==> config.mk <==
export PLATFORM = sky130hd
export DESIGN_NAME = controle_flat
export DESIGN_NICKNAME = d
export VERILOG_FILES = /design/src/rtl/controle_pkg.sv /design/src/rtl/controle_if.sv /design/src/rtl/controle.sv /design/src/flat_wrapper.sv
export SDC_FILE = /design/constraint.sdc
export NUM_CORES = 1
export LEC_CHECK = 0
export ABC_AREA = 1
export CAP_MARGIN = 20
export CORE_AREA = 2 2 39 41
export DETAILED_ROUTE_END_ITERATION = 8
export DIE_AREA = 0 0 41 43
export PLACE_DENSITY = 0.53
export SYNTH_ARGS = -nofsm -noshare
export SYNTH_HDL_FRONTEND = slang
export SYNTH_SLANG_ARGS = --single-unit
==> constraint.sdc <==
create_clock -name ck -period 3.1 [get_ports ck]
set_clock_uncertainty 0.1 [all_clocks]
set_input_delay 0.465 -clock ck [delete_from_list [all_inputs] [get_ports ck]]
set_output_delay 0.465 -clock ck [all_outputs]
set_load 0.01 [all_outputs]
==> src/rtl/controle_pkg.sv <==
// controle_pkg: state encoding, mux select codes and ULA opcodes shared by the
// Horner control unit and its datapath.
package controle_pkg;
    typedef enum logic [2:0] {IDLE, LOAD, MUL1, ADD_B, MUL_S, ADD_C, FIN} state_t;
    localparam logic [1:0] M0_ZERO  = 2'd0, M0_A = 2'd1, M0_B = 2'd2, M0_C = 2'd3;
    localparam logic [1:0] M1_OUTM0 = 2'd0, M1_X = 2'd1, M1_S = 2'd2, M1_H = 2'd3;
    localparam logic [1:0] M2_X     = 2'd0, M2_OUTM0 = 2'd1, M2_S = 2'd2, M2_H = 2'd3;
    localparam logic H_ADD = 1'b0;
    localparam logic H_MUL = 1'b1;
endpackage

==> src/rtl/controle_if.sv <==
// controle_if: start/done handshake plus every datapath control line.
interface controle_if;
    logic       start;
    logic       mode;
    logic       busy;
    logic       lx;
    logic [1:0] m0;
    logic [1:0] m1;
    logic [1:0] m2;
    logic       h;
    logic       ls;
    logic       lh;
    logic       done;
    modport master (input start, mode, output busy, lx, m0, m1, m2, h, ls, lh, done);
    modport slave  (output start, mode, input busy, lx, m0, m1, m2, h, ls, lh, done);
endinterface

==> src/rtl/controle.sv <==
// controle: Moore FSM sequencing the datapath through Horner evaluation,
// quadratic (A*X+B)*X+C or linear B*X+C, selected by the mode latched with start.
module controle
    import controle_pkg::*;
(
    input logic ck,
    input logic rst,
    controle_if.master bus
);
    state_t state, nxt;
    logic   mode_q;
    always_ff @(posedge ck or posedge rst) begin
        if (rst) begin
            state  <= IDLE;
            mode_q <= 1'b0;
        end else begin
            state <= nxt;
            if (state == IDLE && bus.start) mode_q <= bus.mode;
        end
    end
    // Unused encodings fall into default: all outputs low, back to IDLE.
    always_comb begin
        nxt      = IDLE;
        bus.busy = 1'b1;
        bus.lx   = 1'b0;
        bus.m0   = M0_ZERO;
        bus.m1   = M1_OUTM0;
        bus.m2   = M2_X;
        bus.h    = H_ADD;
        bus.ls   = 1'b0;
        bus.lh   = 1'b0;
        bus.done = 1'b0;
        case (state)
            IDLE: begin
                bus.busy = 1'b0;
                nxt      = bus.start ? LOAD : IDLE;
            end
            LOAD: begin
                bus.lx = 1'b1;
                nxt    = MUL1;
            end
            MUL1: begin
                bus.m0 = mode_q ? M0_B : M0_A;
                bus.m1 = M1_OUTM0;
                bus.m2 = M2_X;
                bus.h  = H_MUL;
                bus.lh = 1'b1;
                nxt    = mode_q ? ADD_C : ADD_B;
            end
            ADD_B: begin
                bus.m0 = M0_B;
                bus.m1 = M1_H;
                bus.m2 = M2_OUTM0;
                bus.ls = 1'b1;
                nxt    = MUL_S;
            end
            MUL_S: begin
                bus.m1 = M1_S;
                bus.m2 = M2_X;
                bus.h  = H_MUL;
                bus.lh = 1'b1;
                nxt    = ADD_C;
            end
            ADD_C: begin
                bus.m0 = M0_C;
                bus.m1 = M1_H;
                bus.m2 = M2_OUTM0;
                bus.ls = 1'b1;
                nxt    = FIN;
            end
            FIN: begin
                bus.m1   = M1_S;
                bus.m2   = M2_OUTM0;
                bus.done = 1'b1;
                nxt      = IDLE;
            end
            default: begin
                bus.busy = 1'b0;
                nxt      = IDLE;
            end
        endcase
    end
endmodule
==> src/flat_wrapper.sv <==
// flat-port wrapper written by rule: the top's interface ports become plain ports
module controle_flat import controle_pkg::*;
  (ck, rst, bus_start, bus_mode, bus_busy, bus_lx, bus_m0, bus_m1, bus_m2, bus_h, bus_ls, bus_lh, bus_done);
  controle_if bus_i ();
  input logic ck;
  input logic rst;
  input wire logic [$bits(bus_i.start)-1:0] bus_start;
  input wire logic [$bits(bus_i.mode)-1:0] bus_mode;
  output wire logic [$bits(bus_i.busy)-1:0] bus_busy;
  output wire logic [$bits(bus_i.lx)-1:0] bus_lx;
  output wire logic [$bits(bus_i.m0)-1:0] bus_m0;
  output wire logic [$bits(bus_i.m1)-1:0] bus_m1;
  output wire logic [$bits(bus_i.m2)-1:0] bus_m2;
  output wire logic [$bits(bus_i.h)-1:0] bus_h;
  output wire logic [$bits(bus_i.ls)-1:0] bus_ls;
  output wire logic [$bits(bus_i.lh)-1:0] bus_lh;
  output wire logic [$bits(bus_i.done)-1:0] bus_done;
  assign bus_i.start = bus_start;
  assign bus_i.mode = bus_mode;
  assign bus_busy = bus_i.busy;
  assign bus_lx = bus_i.lx;
  assign bus_m0 = bus_i.m0;
  assign bus_m1 = bus_i.m1;
  assign bus_m2 = bus_i.m2;
  assign bus_h = bus_i.h;
  assign bus_ls = bus_i.ls;
  assign bus_lh = bus_i.lh;
  assign bus_done = bus_i.done;
  controle u_core (.ck(ck), .rst(rst), .bus(bus_i));
endmodule
-- After elaboration in Yosys (flattened, before gate mapping)
Cells that the tools add are included.
- equal/unequal tests: 6
- multiplexer cells: 12
- reductions and logical operators: 7
- operators by type and width (kind ; count):
    3-bit one-hot mux with 6 select lines ; 1
    3-bit == test (second input constant) ; 3
    1-bit 2-to-1 mux ; 7
    3-bit by 2-bit == test with 1-bit output (second input constant) ; 2
    2-bit one-hot mux with 3 select lines ; 1
    2-bit OR reduction ; 3
    6-bit OR reduction ; 1
    2-bit one-hot mux with 2 select lines ; 1
    3-bit by 1-bit == test with 1-bit output (second input constant) ; 1
    3-bit logical NOT ; 1
    3-bit 2-to-1 mux ; 1
    3-bit OR reduction ; 1
    2-bit 2-to-1 mux ; 1
    1-bit logical AND ; 1
- register bits after elaboration: 4
- input port bits: 4
- output and inout port bits: 12
- logic and storage cells: 27

-- Logic depth before layout (Yosys ltp)
- word-level depth: 3
- depth in mapped cells: 5
- mapped depth without buffers: 5

-- Least setup slack after synthesis
No wires, ideal clock.
- kind: register -> output
- start point: register u_core.state[0]
- end point: output port bus_lh
- arrival time: 0.926 ns
- required time: 2.535 ns
- path slack: 1.609 ns
- stages on the path, launching flop included: 6
- path buffers: 2
- cells stage by stage: dfrtp_1 -> buf_4 -> inv_1 -> nand3_1 -> nand2_1 -> buf_4
- longest elaborated chain between the ends: 3
- elaborated cells between the ends (all ways): 4
- those cells by class: eq/ne (2); mux (1); reduce/logical (1)
- RTL lines (item ; line ; text):
    start: declaration ; controle.sv:10 ; state_t state, nxt;
    start signal: assignment ; controle.sv:17 ; state <= nxt;
    3-bit by 2-bit == test with 1-bit output / 3-bit == test (equally long branches) ; - ;
    2-bit OR reduction (no source line) (*) ; - ;
    1-bit 2-to-1 mux (*) ; - ;
    end: declaration ; flat_wrapper.sv:16 ; output wire logic [$bits(bus_i.lh)-1:0] bus_lh;
Every way passes the cells marked *; elsewhere a longest branch is shown, timed or not.

-- Worst setup path after layout
- start point: register u_core.state[0]
- end point: output port bus_m2[0]
- longest elaborated chain between the ends: 3
- elaborated cells between the ends (all ways): 5
- those cells by class: eq/ne (3); mux (1); reduce/logical (1)
- RTL lines (item ; line ; text):
    3-bit == test / 3-bit by 2-bit == test with 1-bit output (equally long branches) ; controle.sv:33 ; case (state)
    3-bit OR reduction (no source line) (*) ; - ;
    1-bit 2-to-1 mux (*) ; controle.sv:33 ;
    end: declaration ; flat_wrapper.sv:13 ; output wire logic [$bits(bus_i.m2)-1:0] bus_m2;
Marks and branches as above.

==> impl_metrics.csv <==
group,metric,value,unit
global_route,busiest_layer,"met2",
logic_synthesis,synth.area.top_cells,"dfrtp_1, nand2_1, nand3_1, buf_4, nand3_2",
global_route,use_met2,12.2,%
logic_synthesis,synth_area_per_cell,7.04,sq um
clock_tree,cts_buffers,3,
clock_tree,cts_sinks,4,
timing,setup_viol,0,
logic_synthesis,ys_seq_elements,4,
global_route,grt_max_degree,10,
global_route,grtUsageMet1,11.7,%
placement,io_buffers,14,
floorplan,ios,16,
drt,wl_per_cell,8.11,um
placement,routabilityCongestion,0.687,
global_route,antenna_found_initial,0,
floorplan,rows,14,
clock_tree,cts_tree,"built",
worst_setup_path,arrival,1670,ps
clock_tree,clkTransAtPathRegs,40,ps
drt,drt_wl_total,592,um
floorplan,die-area,1760,sq um
global_route,grt_pass1_wl,1060,um
timing,fmax,0.448,GHz
cells_and_area,diodes,0,
global_route,track_usage,8.77,%
floorplan,core_area,1380,sq um
timing,rsz0062_at_grt,"no",
floorplan,die_x,41,um
placement,dp_hpwl,512,um
clock_tree,htree_num_levels,1,
drt,vias_per_cell,4.21,
logic_synthesis,synth_warnings,0,
worst_setup_path,required,2530,ps
drt,drtIter0Drc,8,
worst_setup_path,r2r_start,"u_core.state[0]",
worst_setup_path,path_class,"flip-flop to primary output",
worst_setup_path,crit_path_cell_trace,"nand3_2, nand2_2, inv_2, nand2_1, clkdlybuf4s50_1",
cells_and_area,drive_gt1_share,19.3,%
logic_synthesis,netlist.area_leader.share,33.1,%
worst_setup_path,cp-start-kind,"flip-flop",
power,powerDensity,1190,nW/um^2
clock_tree,hold_buffers,0,
worst_setup_path,critPathSlowestCell,"dfrtp_1",
worst_setup_path,cp_max_fo,9,
placement,dpl.cell_count,70,
timing,period_share,71.9,%
timing,finalHoldViolations,0,
drt,drc,0,
drt,vias,307,
run,cap_viol_max_count,0,
floorplan,dieHeight,43,um
worst_setup_path,timing.rr.end,"u_core.state[2]",
clock_tree,insertion_delay,230,ps
floorplan,start_util,21.9,%
worst_setup_path,rrSetupSlack,1970,ps
drt,drt_pass1_iterations,2,
worst_setup_path,slowest_delay,550,ps
logic_synthesis,ys_types,15,
cells_and_area,layout_common_cells,"clkdlybuf4s50_1, nand2_1, nand3_1, inv_1, dfrtp_1",
clock_tree,cts_buffer_depth,2,
hold_path,min_path_type,"primary input to asynchronous set/reset pin",
timing,period_minus_slack,2230,ps
global_route,grt_pass1_vias,276,
clock_tree,post_cts_buffers,0,
cells_and_area,final_common_cell,"clkdlybuf4s50_1",
clock_tree,cts_resized,0,
worst_setup_path,worstRegToRegCells,3,
power,p_leak,0.224,nW
global_route,gr-usage-met3,4.71,%
timing,finalMaxSlewViolations,0,
logic_synthesis,syn_inst,43,
status,status,"finished clean",
worst_setup_path,endpoint_kind,"primary output",
global_route,gr-total-overflow,0,
drt,ant_nets,0,
timing,setup_tns,0,ps
logic_synthesis,yosysTopAreaCell,"dfrtp_1",
cells_and_area,area_growth,52.9,%
cells_and_area,stdcell_count,73,
cells_and_area,fin_nets,63,
logic_synthesis,syn_nets,47,
logic_synthesis,synth-seq-area-share,33.1,%
logic_synthesis,netlist_area,303,sq um
clock_tree,root_buffer,"clkbuf_4",
power,ir_drop,0.000457,V
-- cell type report --
type,count,area (sq um)
repair buffers,14,140
multi-input cells,29,154
clock buffers,3,22.5
inverters,7,26.3
well taps,16,20.0
flip-flops and latches,4,100
fillers,163,921
-- registers in the layout, indices dropped and copies added (netlist names) --
register,flops
u_core.mode_q,1
u_core.state,3
-- stage by stage --
| step | instance area (sq um) | utilization (%) | total power [mW] | hold WS [ps] | worst slack (ps) |
|---|---|---|---|---|---|
| after detailed placement | 440 | 31.8 | 0.495 | 394 | 1110 |
| after global routing | 463 | 33.5 | 0.608 | 327 | 761 |
| final | 463 | 33.5 | 0.552 | 311 | 870 |
| after floorplan | 303 | - | 0.323 | 131 | 1610 |
| after CTS | 463 | 33.5 | 0.561 | 311 | 856 |
| after global placement | 440 | 31.8 | 0.497 | 404 | 1110 |
-- worst max-delay path: cells and delay by family, from the launching register on --
family | cells | cell delay (ps)
simple gates | 3 | 320
buf+inv | 2 | 560
flops | 1 | 550
-- cells in the mapped netlist, drive strengths merged --
cell,instances
buf,3
conb,1
dfrtp,4
inv,7
nand2,12
nand3,7
nand4,2
nor2,4
o211ai,2
o21ai,1
-- report_power, final --
group / total, mW / internal [mW] / leakage, nW / switching (mW)
sequential: 0.124 / 0.0775 / 0.0499 / 0.0465
clock: 0.0623 / 0.0432 / 0.0138 / 0.0192
combinational: 0.365 / 0.195 / 0.160 / 0.170
-- routing by layer --
metal / part of all wire [%] / routed length, um
met2: 41 / 242
met3: 12 / 71
met4: 0 / 0
met1: 47 / 279
met5: 0 / 0
-- how the worst max path moves through the flow --
stage	start	end
floorplan	u_core.state[0]	bus_lh
global placement	u_core.state[1]	bus_m2[0]
detailed placement	u_core.state[0]	bus_m2[0]
CTS	u_core.state[0]	bus_m2[0]
global route	u_core.state[0]	bus_m2[0]
finish	u_core.state[0]	bus_m2[0]
-- cell families (layout without fill, tap and decap cells) --
logic type	after synthesis	after routing	synth area share, %
and+or+nand+nor	25	25	43.0
DFF	4	4	33.1
other	1	1	1.24
AOI/OAI and AO/OA	3	3	6.61
buffers and inverters	10	24	16.1
No activity file was read; power rests on OpenSTA's default activity.
